<file path="src/rtl/uc_pkg.sv">
// Shared encodings for the multicycle RV64 control unit: states, opcodes, funct3 codes,
// ALU commands and alu_flags bit positions.
package uc_pkg;

  typedef enum logic [3:0] {
    ST_FETCH   = 4'd0,
    ST_DECODE  = 4'd1,
    ST_EXEC_R  = 4'd2,
    ST_EXEC_I  = 4'd3,
    ST_ADDR    = 4'd4,
    ST_MEM_RD  = 4'd5,
    ST_MEM_WR  = 4'd6,
    ST_WB_ALU  = 4'd7,
    ST_WB_MEM  = 4'd8,
    ST_BRANCH  = 4'd9,
    ST_ILLEGAL = 4'd10,
    ST_HALT    = 4'd11
  } uc_state_e;

  localparam logic [6:0] OP_R      = 7'b0110011;
  localparam logic [6:0] OP_IMM    = 7'b0010011;
  localparam logic [6:0] OP_LOAD   = 7'b0000011;
  localparam logic [6:0] OP_STORE  = 7'b0100011;
  localparam logic [6:0] OP_BRANCH = 7'b1100011;

  localparam logic [2:0] F3_ADDI = 3'b000;
  localparam logic [2:0] F3_DW   = 3'b011;
  localparam logic [2:0] F3_BEQ  = 3'b000;
  localparam logic [2:0] F3_BNE  = 3'b001;
  localparam logic [2:0] F3_BLT  = 3'b100;
  localparam logic [2:0] F3_BGE  = 3'b101;

  localparam logic [3:0] ALU_ADD = 4'b0010;
  localparam logic [3:0] ALU_SUB = 4'b0110;

  localparam int FLAG_Z = 0;
  localparam int FLAG_N = 1;
  localparam int FLAG_V = 2;

  function automatic logic is_branch_f3(input logic [2:0] f3);
    return (f3 == F3_BEQ) || (f3 == F3_BNE) || (f3 == F3_BLT) || (f3 == F3_BGE);
  endfunction

endpackage

</file>
<file path="src/rtl/uc_multicycle_if.sv">
// Control-unit <-> datapath bundle: IR fields, flags, memory readies in; strobes, selects, debug out.
interface uc_multicycle_if #(parameter int CNT_W = 32);

  logic [6:0]       opcode;
  logic [2:0]       funct3;
  logic             funct7_b30;
  logic [3:0]       alu_flags;
  logic             i_mem_ready;
  logic             d_mem_ready;
  logic             ir_we;
  logic             pc_we;
  logic             pc_src;
  logic             rf_we;
  logic             rf_src;
  logic             alu_src;
  logic [3:0]       alu_cmd;
  logic             d_mem_we;
  logic             halt;
  logic [3:0]       state_o;
  logic [CNT_W-1:0] instret;

  modport master (
    input  opcode, funct3, funct7_b30, alu_flags, i_mem_ready, d_mem_ready,
    output ir_we, pc_we, pc_src, rf_we, rf_src, alu_src, alu_cmd, d_mem_we, halt, state_o, instret
  );

  modport slave (
    output opcode, funct3, funct7_b30, alu_flags, i_mem_ready, d_mem_ready,
    input  ir_we, pc_we, pc_src, rf_we, rf_src, alu_src, alu_cmd, d_mem_we, halt, state_o, instret
  );

endinterface

</file>
<file path="src/rtl/uc_branch_eval.sv">
// Branch condition evaluation from funct3 and the ALU flags of rs1-rs2.
module uc_branch_eval
  import uc_pkg::*;
(
  input  logic [2:0] funct3,
  input  logic [3:0] alu_flags,
  output logic       taken
);

  logic lt_s;
  logic flag_unused_s;

  assign lt_s          = alu_flags[FLAG_N] ^ alu_flags[FLAG_V];
  assign flag_unused_s = alu_flags[3];

  // taken decode per branch kind
  always_comb begin
    taken = 1'b0;
    case (funct3)
      F3_BEQ:  taken = alu_flags[FLAG_Z];
      F3_BNE:  taken = ~alu_flags[FLAG_Z];
      F3_BLT:  taken = lt_s;
      F3_BGE:  taken = ~lt_s;
      default: taken = 1'b0;
    endcase
  end

endmodule

</file>
<file path="src/rtl/uc_multicycle.sv">
// Multicycle control unit: FETCH/DECODE/EXEC/MEM/WB sequencer with instret counter.
// UC_ILLEGAL_TRAP_EN: illegal instructions halt the unit instead of retiring as NOP.
module uc_multicycle
  import uc_pkg::*;
#(
  parameter int CNT_W = 32
) (
  input logic           clk,
  input logic           rst_n,
  uc_multicycle_if.master bus
);

  uc_state_e        state_r;
  uc_state_e        next_s;
  logic [CNT_W-1:0] instret_r;
  logic             taken_s;
  logic             ir_we_s, pc_we_s, pc_src_s, rf_we_s, rf_src_s, alu_src_s, d_mem_we_s;
  logic [3:0]       alu_cmd_s;

  uc_branch_eval u_branch_eval (
    .funct3    (bus.funct3),
    .alu_flags (bus.alu_flags),
    .taken     (taken_s)
  );

  // state register and retire counter
  always_ff @(posedge clk) begin
    if (!rst_n) begin
      state_r   <= ST_FETCH;
      instret_r <= '0;
    end else begin
      state_r <= next_s;
      if (pc_we_s) begin
        instret_r <= instret_r + {{(CNT_W-1){1'b0}}, 1'b1};
      end
    end
  end

  // next-state and strobe decode
  always_comb begin
    next_s     = state_r;
    ir_we_s    = 1'b0;
    pc_we_s    = 1'b0;
    pc_src_s   = 1'b0;
    rf_we_s    = 1'b0;
    rf_src_s   = 1'b0;
    alu_src_s  = 1'b0;
    alu_cmd_s  = 4'b0000;
    d_mem_we_s = 1'b0;
    case (state_r)
      ST_FETCH: begin
        ir_we_s = bus.i_mem_ready;
        if (bus.i_mem_ready) next_s = ST_DECODE;
        else                 next_s = ST_FETCH;
      end
      ST_DECODE: begin
        case (bus.opcode)
          OP_R:      next_s = ST_EXEC_R;
          OP_IMM:    next_s = (bus.funct3 == F3_ADDI) ? ST_EXEC_I : ST_ILLEGAL;
          OP_LOAD:   next_s = (bus.funct3 == F3_DW) ? ST_ADDR : ST_ILLEGAL;
          OP_STORE:  next_s = (bus.funct3 == F3_DW) ? ST_ADDR : ST_ILLEGAL;
          OP_BRANCH: next_s = is_branch_f3(bus.funct3) ? ST_BRANCH : ST_ILLEGAL;
          default:   next_s = ST_ILLEGAL;
        endcase
      end
      ST_EXEC_R: begin
        alu_cmd_s = bus.funct7_b30 ? ALU_SUB : ALU_ADD;
        next_s    = ST_WB_ALU;
      end
      ST_EXEC_I: begin
        alu_src_s = 1'b1;
        alu_cmd_s = ALU_ADD;
        next_s    = ST_WB_ALU;
      end
      ST_ADDR: begin
        alu_src_s = 1'b1;
        alu_cmd_s = ALU_ADD;
        next_s    = (bus.opcode == OP_STORE) ? ST_MEM_WR : ST_MEM_RD;
      end
      ST_MEM_RD: begin
        alu_src_s = 1'b1;
        alu_cmd_s = ALU_ADD;
        if (bus.d_mem_ready) next_s = ST_WB_MEM;
        else                 next_s = ST_MEM_RD;
      end
      ST_MEM_WR: begin
        alu_src_s  = 1'b1;
        alu_cmd_s  = ALU_ADD;
        d_mem_we_s = 1'b1;
        if (bus.d_mem_ready) begin
          pc_we_s = 1'b1;
          next_s  = ST_FETCH;
        end else begin
          next_s  = ST_MEM_WR;
        end
      end
      ST_WB_ALU: begin
        // IR is still stable, so EXEC's ALU controls are re-derived rather than stored
        rf_we_s   = 1'b1;
        alu_src_s = (bus.opcode == OP_IMM);
        alu_cmd_s = ((bus.opcode == OP_R) && bus.funct7_b30) ? ALU_SUB : ALU_ADD;
        pc_we_s   = 1'b1;
        next_s    = ST_FETCH;
      end
      ST_WB_MEM: begin
        rf_we_s  = 1'b1;
        rf_src_s = 1'b1;
        pc_we_s  = 1'b1;
        next_s   = ST_FETCH;
      end
      ST_BRANCH: begin
        alu_cmd_s = ALU_SUB;
        pc_we_s   = 1'b1;
        pc_src_s  = taken_s;
        next_s    = ST_FETCH;
      end
`ifdef UC_ILLEGAL_TRAP_EN
      ST_ILLEGAL: next_s = ST_HALT;
      ST_HALT:    next_s = ST_HALT;
`else
      ST_ILLEGAL: begin
        pc_we_s = 1'b1;
        next_s  = ST_FETCH;
      end
      ST_HALT:    next_s = ST_FETCH;
`endif
      default:    next_s = ST_FETCH;
    endcase
  end

`ifdef UC_ILLEGAL_TRAP_EN
  logic halt_r;

  // sticky halt flag, cleared only by reset
  always_ff @(posedge clk) begin
    if (!rst_n) begin
      halt_r <= 1'b0;
    end else if (next_s == ST_HALT) begin
      halt_r <= 1'b1;
    end
  end

  assign bus.halt = halt_r;
`else
  assign bus.halt = 1'b0;
`endif

  // reset forces every strobe and select low in the same cycle
  assign bus.ir_we    = rst_n & ir_we_s;
  assign bus.pc_we    = rst_n & pc_we_s;
  assign bus.pc_src   = rst_n & pc_src_s;
  assign bus.rf_we    = rst_n & rf_we_s;
  assign bus.rf_src   = rst_n & rf_src_s;
  assign bus.alu_src  = rst_n & alu_src_s;
  assign bus.alu_cmd  = alu_cmd_s & {4{rst_n}};
  assign bus.d_mem_we = rst_n & d_mem_we_s;
  assign bus.state_o  = state_r;
  assign bus.instret  = instret_r;

endmodule

</file>
<file path="src/flat_wrapper.sv">
// flat-port wrapper written by rule: the top's interface ports become plain ports
module uc_multicycle_flat import uc_pkg::*;
#(
  parameter int CNT_W = 32
)
  (clk, rst_n, bus_opcode, bus_funct3, bus_funct7_b30, bus_alu_flags, bus_i_mem_ready, bus_d_mem_ready, bus_ir_we, bus_pc_we, bus_pc_src, bus_rf_we, bus_rf_src, bus_alu_src, bus_alu_cmd, bus_d_mem_we, bus_halt, bus_state_o, bus_instret);
  uc_multicycle_if #(.CNT_W(CNT_W)) bus_i ();
  input logic clk;
  input logic rst_n;
  input wire logic [$bits(bus_i.opcode)-1:0] bus_opcode;
  input wire logic [$bits(bus_i.funct3)-1:0] bus_funct3;
  input wire logic [$bits(bus_i.funct7_b30)-1:0] bus_funct7_b30;
  input wire logic [$bits(bus_i.alu_flags)-1:0] bus_alu_flags;
  input wire logic [$bits(bus_i.i_mem_ready)-1:0] bus_i_mem_ready;
  input wire logic [$bits(bus_i.d_mem_ready)-1:0] bus_d_mem_ready;
  output wire logic [$bits(bus_i.ir_we)-1:0] bus_ir_we;
  output wire logic [$bits(bus_i.pc_we)-1:0] bus_pc_we;
  output wire logic [$bits(bus_i.pc_src)-1:0] bus_pc_src;
  output wire logic [$bits(bus_i.rf_we)-1:0] bus_rf_we;
  output wire logic [$bits(bus_i.rf_src)-1:0] bus_rf_src;
  output wire logic [$bits(bus_i.alu_src)-1:0] bus_alu_src;
  output wire logic [$bits(bus_i.alu_cmd)-1:0] bus_alu_cmd;
  output wire logic [$bits(bus_i.d_mem_we)-1:0] bus_d_mem_we;
  output wire logic [$bits(bus_i.halt)-1:0] bus_halt;
  output wire logic [$bits(bus_i.state_o)-1:0] bus_state_o;
  output wire logic [$bits(bus_i.instret)-1:0] bus_instret;
  assign bus_i.opcode = bus_opcode;
  assign bus_i.funct3 = bus_funct3;
  assign bus_i.funct7_b30 = bus_funct7_b30;
  assign bus_i.alu_flags = bus_alu_flags;
  assign bus_i.i_mem_ready = bus_i_mem_ready;
  assign bus_i.d_mem_ready = bus_d_mem_ready;
  assign bus_ir_we = bus_i.ir_we;
  assign bus_pc_we = bus_i.pc_we;
  assign bus_pc_src = bus_i.pc_src;
  assign bus_rf_we = bus_i.rf_we;
  assign bus_rf_src = bus_i.rf_src;
  assign bus_alu_src = bus_i.alu_src;
  assign bus_alu_cmd = bus_i.alu_cmd;
  assign bus_d_mem_we = bus_i.d_mem_we;
  assign bus_halt = bus_i.halt;
  assign bus_state_o = bus_i.state_o;
  assign bus_instret = bus_i.instret;
  uc_multicycle #(.CNT_W(CNT_W)) u_core (.clk(clk), .rst_n(rst_n), .bus(bus_i));
endmodule
</file>
<file path="config.mk">
export PLATFORM = sky130hd
export DESIGN_NAME = uc_multicycle_flat
export DESIGN_NICKNAME = d
export VERILOG_FILES = /design/src/rtl/uc_pkg.sv /design/src/rtl/uc_multicycle_if.sv /design/src/rtl/uc_branch_eval.sv /design/src/rtl/uc_multicycle.sv /design/src/flat_wrapper.sv
export SDC_FILE = /design/constraint.sdc
export NUM_CORES = 1
export LEC_CHECK = 0
export BUFFER_PORTS_ARGS = -buffer_cell sky130_fd_sc_hd__buf_2
export CORE_ASPECT_RATIO = 1.75
export CORE_MARGIN = 5
export CORE_UTILIZATION = 50
export CTS_BUF_LIST = sky130_fd_sc_hd__clkbuf_2 sky130_fd_sc_hd__clkbuf_4 sky130_fd_sc_hd__clkbuf_8
export DETAILED_ROUTE_END_ITERATION = 6
export PLACE_DENSITY = 0.8
export SYNTH_ARGS = -nofsm -noshare
export SYNTH_HDL_FRONTEND = slang
export SYNTH_SLANG_ARGS = --single-unit
export TNS_END_PERCENT = 50
</file>
<file path="constraint.sdc">
create_clock -name clk -period 4.1 [get_ports clk]
set_clock_uncertainty 0.1 [all_clocks]
set_input_delay 0.205 -clock clk [delete_from_list [all_inputs] [get_ports clk]]
set_output_delay 0.205 -clock clk [all_outputs]
set_load 0.02 [all_outputs]
</file>
==> results.yml <==
synthesis:
  synth_compound_area_share_pct: 15.2
  ys_warn_count: 0
  synth_ff_type: "dfxtp_1"
  synth_edf_count: 0
  yosysTopAreaCellShare_pct: 31.7
  synth_xor_area_share_pct: 1.16
  synth_common_cells: "36 x dfxtp_1, 31 x nand2_1, 24 x a21oi_1, 19 x nand2b_1, 14 x mux2i_1"
  synth-simple-area-share_pct: 39.0
  synth.most_common_cell: "dfxtp_1"
  ys_top_cells_by_area: "dfxtp_1 32%, mux2i_1 6.2%, a21oi_1 5.3%, nand2b_1 5.2%, nand2_1 5.1%"
  synth_top_family_by_area: "simple AND/OR/NAND/NOR gates"
  syn_inst: 285
  synthAdderAreaFrac_pct: 0.550
  postSynthAreaPerCell_um2: 7.98
  synth-seq-cells: 36
  seq_area_frac_synth_pct: 31.7
  async_flop_share_pct: 0
  synthMuxAreaShare_pct: 6.16
  mappedNetlistArea_um2: 2270
  yosys.area.top_type: "dfxtp_1"
  synth_cell_types: 46
job:
  timing.max_cap.violations: 0
floorplan:
  die_y_um: 99.2
  die_area_um2: 6050
  die_x_um: 61.0
  rows: 32
  ios: 67
  start_util_pct: 51.6
  core_um2: 4400
timing:
  min_period_ns: 2.70
  hold_violations: 0
  drv_slew: 0
  setup_viol: 0
  tightest_slew_ns: 1.17
  rsz0062_at_grt: "no"
  slew_headroom_pct: 22.0
  finalWorstSetupSlack_ns: 1.40
  fmax_mhz: 370
  fin_crit_sh_pct: 65.8
  final.setup.tns_ns: 0
global_routing:
  antenna_found_initial: 0
  grt_max_degree: 51
  grt_pass1_wl_um: 9470
  overflow: 0
  grt_pass1_vias: 2131
  track_usage_pct: 19.8
clock_tree:
  cts.path.max_buffers: 2
  postCtsHoldBufs: 0
  htreeDepth: 2
  cts-root-buf: "clkbuf_8"
  cts.sinks: 36
  clk_pin_slew_worst_paths_ns: 0.07
  numCtsBuffers: 5
  clk_latency_ns: 0.29
  post-cts-setup-buffers: 0
  ctsResizeCount: 0
  cts_tree: "done"
critical_path:
  criticalPathCategory: "flip-flop to output pin"
  critPathArrivalTime_ns: 2.39
  end_kind: "output pin"
  cp.required_ns: 3.80
  crit_path_cell_trace: "and2b_1 > a2bb2oi_4 > nor2_1 > buf_2"
  critical_path.startpoint_type: "flip-flop"
  critPathMaxStageDelay_ns: 0.92
  path_max_fanout: 50
  critical-path-slowest-cell: "a2bb2oi_4"
drt:
  wl_per_cell_um: 14.9
  drc: 0
  via_per_inst: 6.06
  via_count: 2341
  drtPass1Iterations: 4
  antenna_left: 0
  drt_iter0_drc: 73
  wirelength_um: 5770
power_and_ir_drop:
  intPower_mw: 0.626
  p_seq_share_pct: 42.6
  net-switching-power_mw: 0.375
  combPwrFrac_pct: 29.6
  power_density_nw_per_um2: 377
  clock_power_share_pct: 27.7
  ir_worst_vdd_mv: 0.306
  leakagePower_nw: 0.983
  sw_frac_of_total_pct: 37.5
placement:
  dp_cells: 379
  gp_congestion: 0.855
  dp_hpwl_um: 4220
  place_ws_ns: 1.70
  io_buffer_count: 62
  place_area_um2: 2560
run_status:
  status: "finished, final reports clean"
final_layout:
  final_core_util_pct: 60.3
  stdcell_area_um2: 2660
  fillers: 427
  drive_gt1_share_pct: 23.9
  layout-area-overhead-vs-synth_pct: 16.8
  antenna_cells: 0
  finalNetCount: 355
  layout.cells.non_filler: 386
worst_hold_path:
  hold_path.class: "input port to flip-flop"
## state kept, by name (all words and copies together) (netlist names)
| register | cells |
|---|---|
| u_core.bus.instret | 32 |
| u_core.bus.state_o | 4 |
## area by class of cell
cell class	instances	area, µm²	share of cell area (%)
tap	51	63.8	2.40
multi-input combinational	222	1440	54.0
sequential	36	721	27.1
clock buffer	7	96.3	3.63
timing repair buffer	62	310	11.7
inverter	8	30.0	1.13
## cells in the final DEF (no fill, tap or decap), types with 5 or more instances in the layout
| master | count |
|---|---|
| a21oi_1 | 24 |
| and4_1 | 5 |
| buf_2 | 62 |
| clkbuf_8 | 7 |
| dfxtp_1 | 36 |
| inv_1 | 8 |
| mux2i_1 | 14 |
| nand2_1 | 31 |
| nand2b_1 | 19 |
| nand3_1 | 13 |
| nand4_1 | 9 |
| nor2_1 | 10 |
| nor3_1 | 6 |
| nor4_1 | 9 |
| nor4_2 | 7 |
| o21ai_0 | 8 |
| o31ai_1 | 8 |
| or3_1 | 8 |
| or4_1 | 11 |
## power by group through the flow
stage,logic (mW),clock network (mW),registers [mW]
3_3_place_gp,0.293,0,0.432
5_1_grt,0.327,0.297,0.433
4_1_cts,0.298,0.282,0.426
6_report,0.297,0.278,0.427
3_5_place_dp,0.295,0,0.433
2_1_floorplan,0.232,0,0.423
## worst max-delay path, delay by kind of cell (launching register included)
kind	cells	cell delay, ns
simple gates	2	0.36
flops	1	0.60
compound gates	1	0.92
buf+inv	1	0.20
## worst paths after layout
| check | start | end | slack (ns) | depth (start not counted) |
|---|---|---|---|---|
| worst max-delay path | u_core.bus.state_o[2]$_SDFF_PN0_ | bus_pc_we | 1.40 | 4 |
| worst min-delay path | bus_funct3[1] | u_core.bus.state_o[0]$_SDFF_PN0_ | 0.19 | 4 |
| worst max register to register | u_core.bus.state_o[2]$_SDFF_PN0_ | u_core.bus.instret[23]$_SDFFE_PN0P_ | 1.63 | 4 |
| worst min register to register | u_core.bus.instret[31]$_SDFFE_PN0P_ | u_core.bus.instret[31]$_SDFFE_PN0P_ | 0.38 | 2 |
## cell families after synthesis
| kind of cell | Yosys count |
|---|---|
| XOR/XNOR | 3 |
| flip-flops | 36 |
| AO/OA/AOI/OAI | 55 |
| buffers and inverters | 29 |
| AND/OR/NAND/NOR | 146 |
| multiplexers | 14 |
| other | 1 |
| adder cells (fa/ha/maj) | 1 |
## through the flow
stage	power, mW	hold WS [ns]
finish	1.00	0.193
global route	1.06	0.213
CTS	1.00	0.188
detailed placement	0.728	0.366
global placement	0.725	0.352
floorplan	0.655	0.255
## metal layers
layer | track usage, % | part of all wire [%] | up-vias
met1 | 21.7 | 39 | 1100
li1 | - | - | 1164
met5 | 0 | 0 | -
met3 | 4.29 | 5.3 | 17
met4 | 10.7 | 3.8 | 0
met2 | 33.9 | 52 | 60
Note: power is estimated with default switching activity, not from simulation.
